$ cat src/rtl/arg_max_core.sv
// -----------------------------------------------------------------------------
// arg_max_core
//
// Frame-based complex arg-max. Collects buffer_length complex samples (xi, xq),
// computes each sample's power xi^2 + xq^2 at full precision, and reports the
// largest power of the frame (its most significant out_max_bits bits) together
// with the 0-based position of that sample in the frame. Ties keep the earliest
// position. Intended to sit behind a correlation pipeline to locate its peak.
//
// Ports
//   clk            in   1             rising-edge clock
//   reset          in   1             synchronous, active-high reset
//   m_axis_tvalid  in   1             input sample valid
//   xi             in   i_bits        signed in-phase sample
//   xq             in   q_bits        signed quadrature sample
//   s_axis_tready  out  1             block can accept a sample
//   m_axis_tready  in   1             downstream accepts the result
//   out_max        out  out_max_bits  MS bits of the frame's peak power
//   index          out  index_bits    0-based frame position of the peak
//   s_axis_tvalid  out  1             result valid
//
// Operation
//   COLLECT : s_axis_tready=1. Each accepted sample updates a running max.
//             Accepting the last sample of the frame registers the result and
//             moves to RESULT on the next cycle (one clock of latency).
//   RESULT  : s_axis_tvalid=1, inputs ignored, outputs held until the
//             downstream handshake, after which the block returns to COLLECT.
// -----------------------------------------------------------------------------
module arg_max_core #(
  parameter int buffer_length = 5,   // samples per frame, >= 2
  parameter int index_bits    = 3,   // 2**index_bits >= buffer_length
  parameter int out_max_bits  = 5,   // reported MS bits of peak power
  parameter int i_bits        = 12,  // signed width of xi
  parameter int q_bits        = 12   // signed width of xq
) (
  input  logic                     clk,
  input  logic                     reset,
  input  logic                     m_axis_tvalid,
  input  logic signed [i_bits-1:0] xi,
  input  logic signed [q_bits-1:0] xq,
  output logic                     s_axis_tready,
  input  logic                     m_axis_tready,
  output logic [out_max_bits-1:0]  out_max,
  output logic [index_bits-1:0]    index,
  output logic                     s_axis_tvalid
);

  // Full-precision power width: the larger squared term plus one bit for the
  // sum, so xi^2 + xq^2 can never overflow.
  localparam int SQ_I_BITS = 2 * i_bits;
  localparam int SQ_Q_BITS = 2 * q_bits;
  localparam int P         = ((SQ_I_BITS > SQ_Q_BITS) ? SQ_I_BITS : SQ_Q_BITS) + 1;

  localparam logic [index_bits-1:0] LAST_POS = index_bits'(buffer_length - 1);

  typedef enum logic [0:0] {
    COLLECT = 1'b0,
    RESULT  = 1'b1
  } state_t;

  state_t state, state_next;

  // ---------------------------------------------------------------------------
  // Power computation (purely combinational on the current input sample)
  // ---------------------------------------------------------------------------
  logic signed [SQ_I_BITS-1:0] xi_ext, sq_i;
  logic signed [SQ_Q_BITS-1:0] xq_ext, sq_q;
  logic        [P-1:0]         power;

  // Sign-extend before multiplying so the product is computed at full width.
  assign xi_ext = {{i_bits{xi[i_bits-1]}}, xi};
  assign xq_ext = {{q_bits{xq[q_bits-1]}}, xq};
  assign sq_i   = xi_ext * xi_ext;
  assign sq_q   = xq_ext * xq_ext;

  // Squares are never negative, so zero-extension turns them into unsigned
  // magnitudes of the full power width.
  assign power = {{(P - SQ_I_BITS){1'b0}}, sq_i} + {{(P - SQ_Q_BITS){1'b0}}, sq_q};

  // ---------------------------------------------------------------------------
  // Running max tracking
  // ---------------------------------------------------------------------------
  logic [index_bits-1:0] count;
  logic [P-1:0]          run_max;
  logic [index_bits-1:0] run_idx;

  logic                  accept;
  logic                  last_sample;
  logic                  take_new;
  logic [P-1:0]          cand_max;
  logic [index_bits-1:0] cand_idx;

  assign accept      = m_axis_tvalid & s_axis_tready;
  assign last_sample = (count == LAST_POS);

  // The first sample of a frame always loads, so an all-zero frame reports
  // position 0. Afterwards only a strictly larger power wins, which keeps the
  // earliest position on ties.
  assign take_new = (count == '0) || (power > run_max);
  assign cand_max = take_new ? power : run_max;
  assign cand_idx = take_new ? count : run_idx;

  // ---------------------------------------------------------------------------
  // FSM: state register
  // ---------------------------------------------------------------------------
  // NOTE: clocked state uses non-blocking (<=) so every register samples the
  // pre-edge values of the others; blocking here would create order-dependent
  // simulation that does not match the synthesized flops.
  always_ff @(posedge clk) begin
    if (reset) begin
      state <= COLLECT;
    end else begin
      state <= state_next;
    end
  end

  // ---------------------------------------------------------------------------
  // FSM: next-state logic
  // ---------------------------------------------------------------------------
  // NOTE: state_next gets a default before the case so every path assigns it;
  // a missing assignment on any branch would infer a latch.
  always_comb begin
    state_next = state;
    case (state)
      COLLECT: if (accept && last_sample) state_next = RESULT;
      RESULT:  if (m_axis_tready)         state_next = COLLECT;
      default:                            state_next = COLLECT;
    endcase
  end

  // ---------------------------------------------------------------------------
  // FSM: outputs (decoded from the registered state, hence glitch-free)
  // ---------------------------------------------------------------------------
  always_comb begin
    s_axis_tready = 1'b0;
    s_axis_tvalid = 1'b0;
    case (state)
      COLLECT: s_axis_tready = 1'b1;
      RESULT:  s_axis_tvalid = 1'b1;
      default: s_axis_tready = 1'b0;
    endcase
  end

  // ---------------------------------------------------------------------------
  // Datapath registers
  // ---------------------------------------------------------------------------
  // accept is only possible in COLLECT, so RESULT leaves everything untouched
  // and the reported result stays stable under backpressure and afterwards,
  // until the next frame completes.
  always_ff @(posedge clk) begin
    if (reset) begin
      count   <= '0;
      run_max <= '0;
      run_idx <= '0;
      out_max <= '0;
      index   <= '0;
    end else if (accept) begin
      if (last_sample) begin
        out_max <= cand_max[P-1 -: out_max_bits];
        index   <= cand_idx;
        count   <= '0;
        run_max <= '0;
        run_idx <= '0;
      end else begin
        count   <= count + index_bits'(1);
        run_max <= cand_max;
        run_idx <= cand_idx;
      end
    end
  end

endmodule

$ cat config.mk
export PLATFORM = sky130hd
export DESIGN_NAME = arg_max_core
export DESIGN_NICKNAME = d
export VERILOG_FILES = /design/src/rtl/arg_max_core.sv
export SDC_FILE = /design/constraint.sdc
export NUM_CORES = 1
export LEC_CHECK = 0
export ABC_CLOCK_PERIOD_IN_PS = 10700
export CORE_ASPECT_RATIO = 0.7
export CORE_MARGIN = 5
export CORE_UTILIZATION = 55
export CTS_CLUSTER_DIAMETER = 40
export DETAILED_ROUTE_END_ITERATION = 7
export MAX_ROUTING_LAYER = met4
export PLACE_DENSITY_LB_ADDON = 0.15
export REMOVE_ABC_BUFFERS = 1
export SLEW_MARGIN = 20
export SYNTH_ARGS = -nofsm -noshare
export SYNTH_HDL_FRONTEND = slang
export SYNTH_SLANG_ARGS = --single-unit
$ cat constraint.sdc
create_clock -name clk -period 10.7 [get_ports clk]
set_input_delay 1.605 -clock clk [delete_from_list [all_inputs] [get_ports clk]]
set_output_delay 1.605 -clock clk [all_outputs]
set_load 0.02 [all_outputs]
==> results of run 1 <==
## final timing paths
| kind | start | to | slack (ns) | cells after the start |
|---|---|---|---|---|
| hold / removal | run_max[16]$_SDFFE_PP0P_ | run_max[16]$_SDFFE_PP0P_ | 0.45 | 2 |
| setup reg to reg | run_max[8]$_SDFFE_PP0P_ | run_max[23]$_SDFFE_PP0P_ | 7.78 | 9 |
| hold reg to reg | run_max[16]$_SDFFE_PP0P_ | run_max[16]$_SDFFE_PP0P_ | 0.45 | 2 |
| setup / recovery | xq[6] | out_max[0]$_SDFFE_PP0P_ | 0.33 | 32 |
## layer usage
| metal | track usage | routed length [um] | part of all wire |
|---|---|---|---|
| met5 | - | 0 | 0 |
| met4 | 0.00992 | 70 | 0.0025 |
| met3 | 0.0247 | 1520 | 0.054 |
| met2 | 0.312 | 11900 | 0.42 |
| met1 | 0.352 | 14800 | 0.52 |
## cells by family after synthesis
group | Yosys count
AO/OA/AOI/OAI | 206
AND/OR/NAND/NOR | 376
XOR/XNOR | 68
flip-flops | 40
buffers and inverters | 431
multiplexers | 7
adder cells (fa/ha/maj) | 409
## critical path, delay by kind of cell
| family | cells | cell delay (ns) |
|---|---|---|
| AO/OA/AOI/OAI | 8 | 1.74 |
| AND/OR/NAND/NOR | 8 | 2.33 |
| adder cells (fa/ha/maj) | 8 | 3.32 |
| XOR/XNOR | 1 | 0.22 |
| buffers and inverters | 7 | 1.31 |
## cells in the final DEF, fill, tap and decap left out, types with 4 or more instances in the layout
cell type and count:
sky130_fd_sc_hd__inv_1 390, sky130_fd_sc_hd__fa_1 249, sky130_fd_sc_hd__ha_1 160, sky130_fd_sc_hd__nand2_1 123, sky130_fd_sc_hd__nor2_1 73, sky130_fd_sc_hd__buf_4 71
sky130_fd_sc_hd__and2_1 66, sky130_fd_sc_hd__a21oi_1 66, sky130_fd_sc_hd__xnor2_1 46, sky130_fd_sc_hd__dfxtp_1 40, sky130_fd_sc_hd__o21ai_0 31, sky130_fd_sc_hd__nand3_1 31
sky130_fd_sc_hd__clkdlybuf4s50_1 27, sky130_fd_sc_hd__xor2_1 22, sky130_fd_sc_hd__a21o_1 21, sky130_fd_sc_hd__nor3_1 16, sky130_fd_sc_hd__nor2b_1 11, sky130_fd_sc_hd__a211oi_1 10
sky130_fd_sc_hd__dlymetal6s2s_1 10, sky130_fd_sc_hd__a22o_1 9, sky130_fd_sc_hd__o211ai_1 8, sky130_fd_sc_hd__nand2b_1 8, sky130_fd_sc_hd__nand4_1 8, sky130_fd_sc_hd__o21a_1 7
sky130_fd_sc_hd__or2_2 7, sky130_fd_sc_hd__and3_1 7, sky130_fd_sc_hd__mux2i_1 6, sky130_fd_sc_hd__o21bai_1 6, sky130_fd_sc_hd__or4_1 5, sky130_fd_sc_hd__or3_1 5
sky130_fd_sc_hd__o311a_1 5, sky130_fd_sc_hd__clkbuf_16 5, sky130_fd_sc_hd__and4_1 4, sky130_fd_sc_hd__a31oi_1 4, sky130_fd_sc_hd__o31ai_1 4
## cell type report
class	count	share of cell area
clock buffer	6	0.00944
clock inverter	2	0.000681
inverter	392	0.100
multi-input combinational	1066	0.742
sequential	40	0.0544
tap	318	0.0271
timing repair buffer	110	0.0658
## per-stage QoR
stage	hold WS [ns]	worst slack (ns)	cell area (um^2)
3_3_place_gp	0.437	-0.0507	14500
6_report	0.449	0.330	14700
2_1_floorplan	0.425	0.810	13200
3_5_place_dp	0.445	-0.0301	14500
4_1_cts	0.451	0.265	14700
5_1_grt	0.466	-0.00673	14700
## what timing repair did
item                       in CTS  in global routing
gates resized for setup         0                 16
hold buffers                    0                  0
setup endpoints to repair       0                 36
hold endpoints to repair        0                  0
## registers in the layout, indices dropped and copies added (netlist names)
signal	flops
out_max	5
run_idx	3
index	3
count	3
state	1
run_max	25
==> Implementation_results.wiki, run 1 <==
{| class="wikitable"
! Metric !! Value
|-
| Status || complete, no violations
|-
| Layout overhead on the synthesized area || 10.0%
|-
| Maximum fanout along the worst path || 8
|-
| Flip-flop cell with the highest count after synthesis || sky130_fd_sc_hd__dfxtp_1
|-
| Multiplexer area fraction after synthesis || 0.00533
|-
| Post-CTS setup buffer count || 0
|-
| Area of the core || 23800 um^2
|-
| Fraction of layout instances using a drive strength above 1 || 0.0662
|-
| Net count of the finished layout || 2052
|-
| Die outline height || 140 um
|-
| Clk sinks || 40
|-
| Count of input and output buffers || 37
|-
| Overall die width || 196 um
|-
| H-tree levels || 2
|-
| Clock edge transition at the registers on the reported setup and hold paths || 0.06 ns
|-
| Kind of path behind the tightest hold check || reg2reg
|-
| Via density per instance || 5.26
|-
| Cell with the most instances after synthesis || sky130_fd_sc_hd__inv_1
|-
| Total iterations of the first detailed-routing run || 5
|-
| Crit-path slowest cell || sky130_fd_sc_hd__clkdlybuf4s50_1
|-
| Total negative slack || 0 ns
|-
| Total of max-cap violations || 0
|-
| Clock network latency to the later pin of the worst-skew pair || 0.29 ns
|-
| Top area cells in the synthesized netlist || sky130_fd_sc_hd__fa_1 37%, sky130_fd_sc_hd__ha_1 15%, sky130_fd_sc_hd__inv_1 11%
|-
| Die ar. || 27600 um^2
|-
| Transition at the pin with the smallest max-transition slack || 0.848 ns
|-
| Area of the multi-input gates || 10900 um^2
|-
| Number of flops mapped to enable cells by yosys || 0
|-
| Post-synthesis cell area || 13400 um^2
|-
| Filler cell count in the final layout || 2150
|-
| Number of top-level pins || 38
|-
| Maximum number of pins on one net before global-route repair || 31
|-
| Clock tree root buffer cell || sky130_fd_sc_hd__clkbuf_16
|-
| Startpoint type of the worst setup path || input pin
|-
| Max-slew violations || 0
|-
| Cts bufs inserted || 5
|-
| Synth warn || 0
|-
| Routed via count || 10.2k
|-
| Final core utilization || 0.619
|-
| Initial Utilization || 0.563
|-
| Compound-gate portion of the synthesized area || 0.105
|-
| Global Route Usage Sum || 0.219
|-
| Top achievable clock speed || 96.4 MHz
|-
| Number of distinct library cell variants in the gate-level netlist after synthesis || 61
|-
| Vias in the first global route || 10.1k
|-
| Data arrival time of the worst path || 10.55 ns
|-
| Antenna violations before repair || 0
|-
| Slew Limit Headroom || 0.433
|-
| Setup violations, final || 0
|-
| Std-Cell Rows || 47
|-
| Crit path kind || in2reg
|-
| Worst setup skew after layout || 0.00576 ns
|-
| Endpoint type of the worst setup path || flop
|-
| Global-route wire length before repair || 48.8 mm
|-
| Placed Instances || 1926
|-
| Total overflow reported by the global router || 0
|-
| Number of endpoints with negative hold slack in the final report || 0
|-
| Portion of the post-synthesis area used by sequential elements || 0.0599
|-
| Post-synth top cells || 392 x sky130_fd_sc_hd__inv_1, 249 x sky130_fd_sc_hd__fa_1, 160 x sky130_fd_sc_hd__ha_1, 123 x sky130_fd_sc_hd__nand2_1, 73 x sky130_fd_sc_hd__nor2_1
|-
| Number of antenna cells inserted || 0
|-
| Non-filler cells, final || 1934
|-
| DR iter-0 viols || 660
|-
| Final wirelength || 28.2 mm
|-
| DRT antenna net count || 0
|-
| Flip-flop and latch count after synthesis || 40
|-
| Post-Synth Simple-Gate Area || 0.139
|-
| Clock Tree Buf Depth || 2
|-
| Detailed-placement wirelength estimate || 25.2 mm
|-
| Area share of xor/xnor cells in the synthesized design || 0.0445
|-
| CP peak stage delay || 0.63 ns
|-
| Remaining routing DRC violations || 0
|-
| Fraction of the mapped netlist area in adder cells || 0.523
|-
| Async SR Flop Fraction || 0
|-
| Portion of synthesized cell area occupied by the leading cell type || 0.373
|-
| Combined flip-flop and latch cell area || 801 um^2
|-
| Weighted congestion at the end of routability-driven global placement || 0.924
|-
| Leading area contributor after synthesis || sky130_fd_sc_hd__fa_1
|-
| Number of instances in the synthesized netlist || 1537
|-
| Per-instance average area after synthesis || 8.70 um^2
|-
| Final min period || 10.37 ns
|-
| Share of the clock period used by the worst path || 0.969
|-
| TritonCTS clock tree || yes
|-
| Dominant combinational cell family by area after synthesis || adder cells
|-
| Critical Path RT || 10.88 ns
|-
| Avg WL per Cell || 14.6 um
|}
Power of run 1 is left out: the tool's default activity adds up to more than one toggle a clock period on the data nets, which glitch-free logic cannot reach.
==> inputs of run 2 (changes only) <==
SETUP_SLACK_MARGIN = 0.15   (was not set)
==> run 2 against run 1 <==
Routed wire length hardly changed; flip-flop and latch count unchanged; worst hold slack better by 0.0014 ns; first-iteration DRC count up 1.5%.
==> Implementation_results.wiki, run 2 (synthesized netlist as in run 1, its figures left out) <==
{| class="wikitable"
! Metric !! Value
|-
| Top achievable clock speed || 98.3 MHz (+1.9%)
|-
| Net count of the finished layout || 2052 (unchanged)
|-
| Std-Cell Rows || 47 (unchanged)
|-
| Total overflow reported by the global router || 0 (unchanged)
|-
| Overall die width || 196 um (unchanged)
|-
| Clock tree root buffer cell || sky130_fd_sc_hd__clkbuf_16
|-
| Cell repeated most along the worst path || sky130_fd_sc_hd__fa_1
|-
| Detailed-placement wirelength estimate || 25.2 mm (unchanged)
|-
| Clk sinks || 40 (unchanged)
|-
| Clock edge transition at the registers on the reported setup and hold paths || 0.06 ns (about the same)
|-
| Die ar. || 27600 um^2 (unchanged)
|-
| Cts bufs inserted || 5 (unchanged)
|-
| Maximum number of pins on one net before global-route repair || 31 (unchanged)
|-
| Largest registers || run_max x25, out_max x5
|-
| Startpoint type of the worst setup path || input pin
|-
| Total of max-cap violations || 0 (unchanged)
|-
| Cts-stage hold buffer count || 0 (unchanged)
|-
| Register ranked first by flip-flop count || run_max
|-
| DR iter-0 viols || 670 (+1.5%)
|-
| Post-cts gate resize count || 0 (unchanged)
|-
| Leading cell type in the layout, fill and taps excluded || sky130_fd_sc_hd__inv_1
|-
| Routed via count || 10.2k (+0.059%)
|-
| Post-CTS setup buffer count || 0 (unchanged)
|-
| Endpoint type of the worst setup path || flop
|-
| Max-slew violations || 0 (unchanged)
|-
| Number of top-level pins || 38 (unchanged)
|-
| Data arrival time of the worst path || 10.36 ns (-0.19 ns)
|-
| Global Route Usage Sum || 0.219 (unchanged)
|-
| Global-route wire length before repair || 48.8 mm (unchanged)
|-
| Crit-path slowest cell || sky130_fd_sc_hd__or4_4
|-
| Fraction of layout instances using a drive strength above 1 || 0.0693 (+0.00309)
|-
| Clock network latency to the later pin of the worst-skew pair || 0.29 ns (about the same)
|-
| H-tree levels || 2 (unchanged)
|-
| Clock Tree Buf Depth || 2 (unchanged)
|-
| Count of input and output buffers || 37 (unchanged)
|-
| Worst setup skew after layout || 0.00609 ns (+0.000327 ns)
|-
| Number of antenna cells inserted || 0 (unchanged)
|-
| Maximum fanout along the worst path || 9 (+1)
|-
| Filler cell count in the final layout || 2150 (unchanged)
|-
| Total negative slack || 0 ns (unchanged)
|-
| DRT antenna net count || 0 (unchanged)
|-
| Avg WL per Cell || 14.6 um (about the same)
|-
| Share of the clock period used by the worst path || 0.951 (-0.0179)
|-
| Final min period || 10.18 ns (-0.192 ns)
|-
| Unrepaired setup endpoints after global routing || false
|-
| Total iterations of the first detailed-routing run || 5 (unchanged)
|-
| Max reg flops || 25 (unchanged)
|-
| Vias in the first global route || 10.1k (unchanged)
|-
| Remaining routing DRC violations || 0 (unchanged)
|-
| TritonCTS clock tree || yes
|-
| Layout overhead on the synthesized area || 10.3%
|-
| Crit path kind || in2reg
|-
| CP peak stage delay || 0.56 ns (-0.07 ns)
|-
| Status || complete, no violations
|-
| Area of the core || 23800 um^2 (unchanged)
|-
| Critical Path RT || 10.88 ns (about the same)
|-
| Number of endpoints with negative hold slack in the final report || 0 (unchanged)
|-
| Initial Utilization || 0.563 (unchanged)
|-
| Setup violations, final || 0 (unchanged)
|-
| Antenna violations before repair || 0 (unchanged)
|-
| Transition at the pin with the smallest max-transition slack || 0.818 ns (-0.0307 ns)
|-
| Weighted congestion at the end of routability-driven global placement || 0.924 (unchanged)
|-
| Die outline height || 140 um (unchanged)
|-
| Slew Limit Headroom || 0.453 (+0.0205)
|-
| Final wirelength || 28.2 mm (about the same)
|-
| Highest-count cells in the layout ignoring fill and taps || 389 x sky130_fd_sc_hd__inv_1, 249 x sky130_fd_sc_hd__fa_1, 159 x sky130_fd_sc_hd__ha_1
|-
| Kind of path behind the tightest hold check || reg2reg
|-
| Via density per instance || 5.26 (about the same)
|}
==> run 2: cell count changes in the layout (fill, tap and decap cells not counted), moves of 3 or more <==
cell                              change
sky130_fd_sc_hd__a21oi_1              -3
sky130_fd_sc_hd__a21oi_2              +3
sky130_fd_sc_hd__clkdlybuf4s50_1      -7
sky130_fd_sc_hd__dlymetal6s2s_1       +7
==> run 2: path summary, 6_finish.rpt <==
kind	start	end	slack, ns	depth (start not counted)
min reg2reg	run_max[2]$_SDFFE_PP0P_	run_max[2]$_SDFFE_PP0P_	0.45	2
max reg2reg	run_max[8]$_SDFFE_PP0P_	run_max[23]$_SDFFE_PP0P_	7.79	9
min	run_max[2]$_SDFFE_PP0P_	run_max[2]$_SDFFE_PP0P_	0.45	2
max	xq[1]	out_max[0]$_SDFFE_PP0P_	0.52	32
==> run 2: per-stage QoR <==
stage          area (um^2)  setup slack (ns)  hold slack [ns]  std cells  utilization
3_5_place_dp         14500           -0.0301            0.445       1926        0.611
3_3_place_gp         14500           -0.0507            0.437       1926        0.611
4_1_cts              14700             0.265            0.451       1934        0.617
5_1_grt              14700             0.138            0.466       1934        0.620
2_1_floorplan        13200             0.810            0.425       1498            -
6_report             14700             0.522            0.450       1934        0.620
==> run 2: worst max-delay path, delay by kind of cell <==
family,cells,cell delay (ns)
AND/OR/NAND/NOR,8,2.36
AO/OA/AOI/OAI,8,1.74
buffers and inverters,7,1.14
adder cells (fa/ha/maj),8,3.28
XOR/XNOR,1,0.23
==> run 2: layout make-up <==
cell class | count | area (um^2) | area share
flip-flops and latches | 40 | 801 | 0.0543
well taps | 318 | 398 | 0.0270
multi-input cells | 1066 | 10900 | 0.742
inverters | 392 | 1480 | 0.100
clock buffers | 6 | 139 | 0.00942
repair buffers | 110 | 986 | 0.0669
clock inverters | 2 | 10.0 | 0.000679
==> run 2: metal layers <==
metal / vias up / global-route usage / routed length (um)
li1: 4957 / - / -
met1: 4989 / 0.352 / 14700
met2: 220 / 0.312 / 11900
met3: 8 / 0.0247 / 1540
met4: 0 / 0.00992 / 70
met5: - / - / 0
Power of run 2 is left out for the same reason.
==> inputs of run 3 (changes only) <==
ABC_CLOCK_PERIOD_IN_PS = 9090   (was 10700)
DONT_BUFFER_PORTS = 1   (was not set)
clock period = 9.09 ns   (was 10.7 ns; I/O delays follow)
==> run 3 against run 2 <==
Setup slack got worse by 0.44 ns; via count rose by 6.8%; non-clock buffer count increased by 99; final cell count is 5.1% higher; routed wire length increased by 12%; flip-flop and latch count unchanged; register-to-register slack got worse by 1.9 ns; cell area up 11%; first-iteration DRC count increased by 11%; worst hold slack got worse by 0.0016 ns; clock skew is 0.0034 ns higher; die area unchanged; highest routed layer unchanged.
==> Implementation_results.wiki, run 3 (synthesized netlist as in run 1, its figures left out) <==
{| class="wikitable"
! Metric !! Value
|-
| Status || complete, no violations
|-
| Vias in the first global route || 10.8k (+7.5%)
|-
| Weighted congestion at the end of routability-driven global placement || 0.873 (-5.5%)
|-
| Unrepaired setup endpoints after global routing || true
|-
| Highest-count cells in the layout ignoring fill and taps || 373 x sky130_fd_sc_hd__inv_1, 238 x sky130_fd_sc_hd__fa_1, 187 x sky130_fd_sc_hd__buf_4
|-
| Register ranked first by flip-flop count || run_max
|-
| Slew Limit Headroom || 0.398 (-0.0557)
|-
| Cts-stage hold buffer count || 0 (unchanged)
|-
| Global-route wire length before repair || 51.0 mm (+4.7%)
|-
| Clock network latency to the later pin of the worst-skew pair || 0.29 ns (about the same)
|-
| Total iterations of the first detailed-routing run || 5 (unchanged)
|-
| Max reg flops || 25 (unchanged)
|-
| Number of top-level pins || 38 (unchanged)
|-
| Area of the core || 23800 um^2 (unchanged)
|-
| Via density per instance || 5.34 (+1.6%)
|-
| CP peak stage delay || 0.53 ns (-0.03 ns)
|-
| Antenna violations before repair || 0 (unchanged)
|-
| Initial Utilization || 0.563 (unchanged)
|-
| Die ar. || 27600 um^2 (unchanged)
|-
| Number of antenna cells inserted || 0 (unchanged)
|-
| Die outline height || 140 um (unchanged)
|-
| Std-Cell Rows || 47 (unchanged)
|-
| Endpoint type of the worst setup path || flop
|-
| Final wirelength || 31.6 mm (+12%)
|-
| DRT antenna net count || 0 (unchanged)
|-
| Critical Path RT || 9.28 ns (-1.60 ns)
|-
| Hold_ws || 0.449 ns (-0.00161 ns)
|-
| Clock edge transition at the registers on the reported setup and hold paths || 0.06 ns (about the same)
|-
| Routed via count || 10.9k (+6.8%)
|-
| Count of input and output buffers || 0 (-100%)
|-
| Cts bufs inserted || 5 (unchanged)
|-
| Fraction of layout instances using a drive strength above 1 || 0.232 (+0.163)
|-
| Buffers and inverters on the worst path || 9 (+2)
|-
| Total overflow reported by the global router || 0 (unchanged)
|-
| Maximum number of pins on one net before global-route repair || 32 (+3.2%)
|-
| Kind of path behind the tightest hold check || reg2reg
|-
| Net count of the finished layout || 2152 (+4.9%)
|-
| Crit-path slowest cell || sky130_fd_sc_hd__fa_1
|-
| Total of max-cap violations || 0 (unchanged)
|-
| Top achievable clock speed || 111 MHz
|-
| Layout overhead on the synthesized area || 22.5%
|-
| Clock tree root buffer cell || sky130_fd_sc_hd__clkbuf_16
|-
| Crit path kind || in2reg
|-
| Maximum fanout along the worst path || 13 (+4)
|-
| Kind of cell adding the most delay to the critical path || adder cells
|-
| Clk sinks || 40 (unchanged)
|-
| Overall die width || 196 um (unchanged)
|-
| Max-slew violations || 0 (unchanged)
|-
| H-tree levels || 2 (unchanged)
|-
| Filler cell count in the final layout || 1891 (-12%)
|-
| Largest registers || run_max x25, out_max x5
|-
| Transition at the pin with the smallest max-transition slack || 0.901 ns (+0.0834 ns)
|-
| Avg WL per Cell || 15.5 um (+6.3%)
|-
| Data arrival time of the worst path || 9.20 ns (-1.16 ns)
|-
| Cell repeated most along the worst path || sky130_fd_sc_hd__fa_1
|-
| Setup violations, final || 0 (unchanged)
|-
| Final min period || 9.01 ns
|-
| Global Route Usage Sum || 0.227 (+0.00839)
|-
| Leading cell type in the layout, fill and taps excluded || sky130_fd_sc_hd__inv_1
|-
| Startpoint type of the worst setup path || input pin
|-
| Worst setup skew after layout || 0.00946 ns (+0.00337 ns)
|-
| Clock Tree Buf Depth || 2 (unchanged)
|-
| Remaining routing DRC violations || 0 (unchanged)
|-
| Detailed-placement wirelength estimate || 25.0 mm (-0.48%)
|-
| Share of the clock period used by the worst path || 0.991
|-
| DR iter-0 viols || 747 (+11%)
|-
| TritonCTS clock tree || yes
|-
| Number of endpoints with negative hold slack in the final report || 0 (unchanged)
|}
-- run 3: cell count changes in the layout (fill, tap and decap cells not counted), moves of 15 or more --
cell                              previous run  this run
sky130_fd_sc_hd__nand2_1                   123       101
sky130_fd_sc_hd__clkdlybuf4s50_1            20         0
sky130_fd_sc_hd__a21oi_2                     3        21
sky130_fd_sc_hd__dlymetal6s2s_1             17         0
sky130_fd_sc_hd__ha_1                      159       143
sky130_fd_sc_hd__a21oi_1                    63        41
sky130_fd_sc_hd__inv_1                     389       373
sky130_fd_sc_hd__ha_4                        0        15
sky130_fd_sc_hd__buf_4                      71       187
-- run 3: final timing paths --
check | startpoint | end | slack, ns | cells after the start
max | xi[9] | run_max[22]$_SDFFE_PP0P_ | 0.08 | 35
min | run_max[1]$_SDFFE_PP0P_ | run_max[1]$_SDFFE_PP0P_ | 0.45 | 2
max reg2reg | run_max[6]$_SDFFE_PP0P_ | run_max[22]$_SDFFE_PP0P_ | 5.86 | 12
min reg2reg | run_max[1]$_SDFFE_PP0P_ | run_max[1]$_SDFFE_PP0P_ | 0.45 | 2
-- run 3: worst register-to-register path: cells and delay by family (launching register included) --
family | cells | cell delay, ns
adder cells (fa/ha/maj) | 1 | 0.29
AO/OA/AOI/OAI | 3 | 0.52
flip-flops | 1 | 0.40
AND/OR/NAND/NOR | 4 | 1.40
buffers and inverters | 4 | 0.53
-- run 3: area by class of cell --
cell class / count / area (um^2) / area share
Multi-Input combinational cell: 1067 / 11800 / 0.722
Timing Repair Buffer: 209 / 1730 / 0.106
Inverter: 392 / 1490 / 0.0907
Sequential cell: 40 / 801 / 0.0489
Tap cell: 318 / 398 / 0.0243
Clock buffer: 6 / 129 / 0.00787
Clock inverter: 1 / 5.00 / 0.000306
-- run 3: what timing repair did --
item / CTS / global route
pin swaps: 26 / 112
endpoints found under the setup margin: 36 / 36
gates resized for setup: 43 / 185
buffers inserted: 11 / 29
gates cloned: 2 / 3
-- run 3: metal layers --
layer / up-vias / global-route usage / share of wire
met2: 253 / 0.339 / 0.46
met1: 5416 / 0.347 / 0.48
met5: - / - / 0
li1: 5173 / - / -
met4: 0 / 0.0176 / 0.0075
met3: 24 / 0.0298 / 0.055
-- run 3: per-stage QoR --
| stage | cells | area, um^2 | util | setup WS (ns) | setup TNS (ns) |
|---|---|---|---|---|---|
| 6_report | 2033 | 16400 | 0.689 | 0.0802 | 0 |
| 5_1_grt | 2033 | 16400 | 0.689 | -0.126 | -2.16 |
| 4_1_cts | 2001 | 15300 | 0.643 | 0.152 | 0 |
| 3_5_place_dp | 1981 | 14800 | 0.625 | -0.393 | -12.20 |
| 3_3_place_gp | 1981 | 14800 | 0.625 | -0.324 | -9.72 |
| 2_1_floorplan | 1498 | 13200 | - | -0.559 | -11.26 |
Power of run 3 is left out for the same reason.
